File: src/rtl/axi_10g_ethernet_0_tx_arb.sv
// ---------------------------------------------------------------------------
// axi_10g_ethernet_0_tx_arb
//
// Packet-atomic arbiter merging two transmit AXI-Stream sources into the
// single registered 64-bit stream that feeds the 10G Ethernet MAC.
//   - RAM source  (tx_ram_*)  : protocol-generated frames (ARP/ICMP replies).
//   - FIFO source (tx_fifo_*) : user payload frames.
//   - tx_axis_*               : registered output stream to the MAC.
//   - tx_ram_frames / tx_fifo_frames : wrapping counts of frames whose last
//     beat has been accepted from each source.
//   - aclk / aresetn          : single clock, asynchronous active-low reset.
//
// Handshake: a beat moves on any interface in a cycle where tvalid && tready
// are both high; tvalid never depends on tready, and the output stream holds
// tdata/tkeep/tlast stable while tvalid is high and tready is low.
//
// Optional feature: define TX_ARB_ROUND_ROBIN_EN to replace fixed RAM
// priority with round-robin between simultaneous requesters. Without it the
// RAM source always wins a tie in IDLE.
// ---------------------------------------------------------------------------
module axi_10g_ethernet_0_tx_arb #(
    parameter int  DATA_W = 64,
    parameter int  CNT_W  = 16,
    localparam int KEEP_W = DATA_W / 8
) (
    input  logic              aclk,
    input  logic              aresetn,
    input  logic [DATA_W-1:0] tx_ram_tdata,
    input  logic [KEEP_W-1:0] tx_ram_tkeep,
    input  logic              tx_ram_tvalid,
    input  logic              tx_ram_tlast,
    output logic              tx_ram_tready,
    input  logic [DATA_W-1:0] tx_fifo_tdata,
    input  logic [KEEP_W-1:0] tx_fifo_tkeep,
    input  logic              tx_fifo_tvalid,
    input  logic              tx_fifo_tlast,
    output logic              tx_fifo_tready,
    output logic [DATA_W-1:0] tx_axis_tdata,
    output logic [KEEP_W-1:0] tx_axis_tkeep,
    output logic              tx_axis_tvalid,
    output logic              tx_axis_tlast,
    input  logic              tx_axis_tready,
    output logic [CNT_W-1:0]  tx_ram_frames,
    output logic [CNT_W-1:0]  tx_fifo_frames
);

    localparam logic [1:0] ST_IDLE      = 2'd0;
    localparam logic [1:0] ST_SEND_RAM  = 2'd1;
    localparam logic [1:0] ST_SEND_FIFO = 2'd2;

    logic [1:0]        state_q, state_d;
    logic [DATA_W-1:0] tdata_q, tdata_d;
    logic [KEEP_W-1:0] tkeep_q, tkeep_d;
    logic              tlast_q, tlast_d;
    logic              tvalid_q, tvalid_d;
    logic [CNT_W-1:0]  ram_cnt_q, ram_cnt_d;
    logic [CNT_W-1:0]  fifo_cnt_q, fifo_cnt_d;

    logic out_free;
    logic ram_rdy, fifo_rdy;
    logic ram_acc, fifo_acc;
    logic pick_ram;

`ifdef TX_ARB_ROUND_ROBIN_EN
    localparam logic GRANT_RAM  = 1'b0;
    localparam logic GRANT_FIFO = 1'b1;

    logic last_grant_q, last_grant_d;

    // On a tie the source that was not granted last time wins.
    assign pick_ram = tx_ram_tvalid && !(tx_fifo_tvalid && (last_grant_q == GRANT_RAM));
`else
    assign pick_ram = tx_ram_tvalid;
`endif

    // The output register can take a new beat when it is empty or draining.
    assign out_free = !tvalid_q || tx_axis_tready;
    assign ram_rdy  = (state_q == ST_SEND_RAM)  && out_free;
    assign fifo_rdy = (state_q == ST_SEND_FIFO) && out_free;
    assign ram_acc  = ram_rdy  && tx_ram_tvalid;
    assign fifo_acc = fifo_rdy && tx_fifo_tvalid;

    always_comb begin
        state_d    = state_q;
        tdata_d    = tdata_q;
        tkeep_d    = tkeep_q;
        tlast_d    = tlast_q;
        tvalid_d   = tvalid_q;
        ram_cnt_d  = ram_cnt_q;
        fifo_cnt_d = fifo_cnt_q;

        // A consumed output beat empties the register unless refilled below.
        if (tvalid_q && tx_axis_tready) begin
            tvalid_d = 1'b0;
        end

        case (state_q)
            ST_IDLE: begin
                if (pick_ram) begin
                    state_d = ST_SEND_RAM;
                end else if (tx_fifo_tvalid) begin
                    state_d = ST_SEND_FIFO;
                end
            end
            ST_SEND_RAM: begin
                if (ram_acc) begin
                    tdata_d  = tx_ram_tdata;
                    tkeep_d  = tx_ram_tkeep;
                    tlast_d  = tx_ram_tlast;
                    tvalid_d = 1'b1;
                    if (tx_ram_tlast) begin
                        state_d   = ST_IDLE;
                        ram_cnt_d = ram_cnt_q + CNT_W'(1);
                    end
                end
            end
            ST_SEND_FIFO: begin
                if (fifo_acc) begin
                    tdata_d  = tx_fifo_tdata;
                    tkeep_d  = tx_fifo_tkeep;
                    tlast_d  = tx_fifo_tlast;
                    tvalid_d = 1'b1;
                    if (tx_fifo_tlast) begin
                        state_d    = ST_IDLE;
                        fifo_cnt_d = fifo_cnt_q + CNT_W'(1);
                    end
                end
            end
            default: begin
                state_d = ST_IDLE;
            end
        endcase
    end

`ifdef TX_ARB_ROUND_ROBIN_EN
    always_comb begin
        last_grant_d = last_grant_q;
        if (state_q == ST_IDLE && state_d == ST_SEND_RAM) begin
            last_grant_d = GRANT_RAM;
        end else if (state_q == ST_IDLE && state_d == ST_SEND_FIFO) begin
            last_grant_d = GRANT_FIFO;
        end
    end

    // Resets to FIFO so the first tie goes to the RAM source.
    always_ff @(posedge aclk or negedge aresetn) begin
        if (!aresetn) begin
            last_grant_q <= GRANT_FIFO;
        end else begin
            last_grant_q <= last_grant_d;
        end
    end
`endif

    always_ff @(posedge aclk or negedge aresetn) begin
        if (!aresetn) begin
            state_q    <= ST_IDLE;
            tdata_q    <= '0;
            tkeep_q    <= '0;
            tlast_q    <= 1'b0;
            tvalid_q   <= 1'b0;
            ram_cnt_q  <= '0;
            fifo_cnt_q <= '0;
        end else begin
            state_q    <= state_d;
            tdata_q    <= tdata_d;
            tkeep_q    <= tkeep_d;
            tlast_q    <= tlast_d;
            tvalid_q   <= tvalid_d;
            ram_cnt_q  <= ram_cnt_d;
            fifo_cnt_q <= fifo_cnt_d;
        end
    end

    assign tx_ram_tready  = ram_rdy;
    assign tx_fifo_tready = fifo_rdy;
    assign tx_axis_tdata  = tdata_q;
    assign tx_axis_tkeep  = tkeep_q;
    assign tx_axis_tvalid = tvalid_q;
    assign tx_axis_tlast  = tlast_q;
    assign tx_ram_frames  = ram_cnt_q;
    assign tx_fifo_frames = fifo_cnt_q;

endmodule

File: config.mk
export PLATFORM = sky130hd
export DESIGN_NAME = axi_10g_ethernet_0_tx_arb
export DESIGN_NICKNAME = d
export VERILOG_FILES = /design/src/rtl/axi_10g_ethernet_0_tx_arb.sv
export SDC_FILE = /design/constraint.sdc
export NUM_CORES = 1
export LEC_CHECK = 0
export CELL_PAD_IN_SITES_DETAIL_PLACEMENT = 1
export CELL_PAD_IN_SITES_GLOBAL_PLACEMENT = 1
export CORE_ASPECT_RATIO = 1.25
export CORE_MARGIN = 2
export CORE_UTILIZATION = 30
export CTS_BUF_LIST = sky130_fd_sc_hd__clkbuf_8
export CTS_CLUSTER_SIZE = 20
export DETAILED_ROUTE_END_ITERATION = 10
export PLACE_DENSITY = 0.85
export SLEW_MARGIN = 10
export SYNTH_ARGS = -nofsm -noshare
export SYNTH_HDL_FRONTEND = slang
export SYNTH_SLANG_ARGS = --single-unit
File: constraint.sdc
create_clock -name aclk -period 3.96 [get_ports aclk]
set_input_delay 0.792 -clock aclk [delete_from_list [all_inputs] [get_ports aclk]]
set_output_delay 0.792 -clock aclk [all_outputs]
set_load 0.01 [all_outputs]
==> results.tsv <==
metric	value	unit
clock buffer depth	2	
ANT cells	0	
critical path's largest stage delay	0.50	ns
GR Overflow Total	0	
vias in the first global route	4616	
global-route usage over all layers	0.168	
Starting Density	0.307	
drt drc	0	
Final min period	3.02	ns
unrepaired setup endpoints after global routing	no	
Net Sw Frac	0.323	
# fillers	1875	
setup TNS	0	ns
Inst Count DP	863	
Post-Syn Instances	390	
Peak VDD IR	606	uV
FF+latch area	0.00270	mm2
worst skew pair latency	0.37	ns
Cell Int Power	4.15	mW
cell mode on critical path	clkdlybuf4s50_1	
CTS tree	yes	
first drt pass iteration count	4	
CTS hold repair buffers	0	
Worst R2R Path Depth	5	
Routed WL per cell	18.9	um
Synth Flop Type	dfrtp_1	
Worst EP arrival	2.23	ns
CP cell instances	clkdlybuf4s50_1 -> nor2b_1 -> nor2_1 -> clkdlybuf4s50_1	
CTS clk-pin slew, worst paths	0.10	ns
critical path's top delay family	buffers and inverters	
register share of total power	0.302	
largest cells by area after synthesis	dfrtp_1 (49%), mux2_4 (19%), mux2_2 (16%), xnor2_1 (2.7%), xor2_1 (2.1%)	
Max Clock Freq	331	MHz
RD Place Congestion	0.799	
Synth area leader	dfrtp_1	
worst r2r dst	tx_axis_tdata[28]$_DFFE_PN0P_	
Post-synth ARST share	1.00	
Non-Filler Instances	879	
Core ar.	0.0181	mm2
Mapped Area	0.00555	mm2
Logic pwr share	0.576	
root buf cell	clkbuf_8	
fin nets	802	
cts bufs inserted	9	
die area	0.0196	mm2
Site Rows	55	
H-tree depth	3	
clock share of power	0.122	
Routed Antenna Nets	0	
layout cell share with drive strength beyond 1	0.273	
setup bufs post-CTS	0	
CTS sink count	108	
largest net degree at the start of global routing	74	
#FFs+latches synth	108	
hold_sp	tx_ram_frames[15]$_DFFE_PN0P_	
Yosys warnings	0	
P&R area growth vs syn	54.5	%
type of origin of the critical path	input port	
Power Density	716	mW/mm2
flop-to-flop setup slack	1.58	ns
Hold EP	tx_ram_frames[15]$_DFFE_PN0P_	
Layout Skew	0.00717	ns
Final setup violation count	0	
WP data required	3.17	ns
Hold WC Path Type	reg -> reg	
port bufs	258	
Post-DP HPWL	12700	um
total chip power	6.14	mW
reg-to-reg startpoint	state_q[0]$_DFFE_PN0P_	
# IOs	259	
Vias per Instance	4.72	
multi-input logic area	0.00272	mm2
slew margin rel.	0.388	
Fin. Hold Viols	0	
Post-synth EDFFs	0	
Die Wd	126	um
DRT iter0 DRCs	108	
switching power total	1.99	mW
first-pass GRT wire length	26200	um
Final Cycle Share	0.764	
Detailed Route WL	16600	um
syn_area_per_cell	14.2	um2
Crit Path Category	in -> out	
initial antenna violation count	0	
CP Capture Type	primary output	
Area after DPL	0.00835	mm2
Leak	3.67	nW
outcome	complete, no violations	
CP max FO	7	
fin. max-slew vios	0	
worst slew pin tran	0.918	ns
via count	4145	
Min Hold Slack	0.477	ns
Critical path buffers and inverters	2	
Mapped Nets	546	
top cell type's share of synthesized area	0.487	
Unique masters post-synth	36	
Crit-path slowest cell	clkdlybuf4s50_1	
post_cts resized	0	
Max-Cap Viols	0	
Hold Path Stages	1	
post-synthesis sequential area ratio	0.487	
die height	156	um
Final Cell Area	0.00858	mm2
area by class of cell:
cell class | instances | area share
sequential | 108 | 0.315
timing repair buffer | 262 | 0.306
clock buffer | 10 | 0.0160
clock inverter | 6 | 0.0101
multi-input combinational | 259 | 0.317
inverter | 6 | 0.00263
tap | 228 | 0.0333
worst max-delay path by stage:
stage	cells after the start	startpoint	slack (ns)	to
finish	4	tx_axis_tready	0.94	tx_fifo_tready
global route	4	tx_axis_tready	0.82	tx_fifo_tready
CTS	4	tx_axis_tready	0.92	tx_fifo_tready
detailed placement	4	tx_axis_tready	0.93	tx_fifo_tready
global placement	4	tx_axis_tready	0.94	tx_fifo_tready
floorplan	6	tx_axis_tready	1.90	tx_axis_tdata[0]$_DFFE_PN0P_
per-layer routing:
metal,global-route usage,up-vias,part of all wire
li1,-,1910,-
met1,0.193,2062,0.38
met2,0.318,161,0.55
met3,0.0388,12,0.057
met4,0.0349,0,0.0091
met5,0,-,0
cells in the mapped netlist, types with 2 or more instances:
cell type	number
and3_1	4
buf_6	8
clkbuf_1	8
dfrtp_1	108
ha_1	5
inv_1	5
mux2_2	78
mux2_4	70
nand2_1	15
nand3_1	11
nand4_1	9
nor2_1	5
nor2b_1	2
nor3_1	6
nor4_1	7
xnor2_1	17
xor2_1	13
layout by cell type, fill, tap and decap left out, drive strengths merged, types with 2 or more instances in the layout:
master,Yosys,routed
a21oi,2,2
and3,4,4
buf,9,5
bufinv,0,2
clkbuf,8,10
clkdlybuf4s50,0,257
clkinv,0,2
dfrtp,108,108
ha,5,5
inv,6,7
mux2,148,148
nand2,15,15
nand2b,2,2
nand3,11,11
nand4,10,10
nor2,5,5
nor2b,2,2
nor3,7,7
nor4,8,8
xnor2,17,17
xor2,13,13
power groups by stage:
stage | clock (mW) | sequential, mW | combinational, mW
after floorplan | 0 | 2.03 | 2.02
after global placement | 0 | 1.84 | 3.45
after detailed placement | 0 | 1.88 | 3.57
after CTS | 0.786 | 1.86 | 3.59
after global routing | 0.836 | 1.92 | 3.75
final | 0.749 | 1.86 | 3.54
cells by family after synthesis:
| family | count (synthesis) | share of synthesized area |
|---|---|---|
| buffers and inverters | 23 | 0.0266 |
| multiplexers | 149 | 0.349 |
| AND/OR/NAND/NOR | 68 | 0.0690 |
| flip-flops | 108 | 0.487 |
| AO/OA/AOI/OAI | 7 | 0.00969 |
| adder cells (fa/ha/maj) | 5 | 0.0113 |
| XOR/XNOR | 30 | 0.0473 |
flip-flops by register name (all words and copies together), names as in the netlist:
register,cells
tx_fifo_frames,16
tx_axis_tdata,64
tx_axis_tlast,1
tx_ram_frames,16
tx_axis_tkeep,8
state_q,2
tx_axis_tvalid,1
stage by stage:
step,utilization,setup WS (ns)
global placement,0.461,0.937
floorplan,-,1.90
CTS,0.474,0.918
global route,0.474,0.820
finish,0.474,0.936
detailed placement,0.461,0.932
worst reg2reg max path: stages (launching register included):
cell,delay (ns)
dfrtp_1,0.42
inv_1,0.14
ha_4,0.24
buf_4,0.66
mux2_2,0.54
mux2_4,0.28
(Power assumes the default switching activity.)
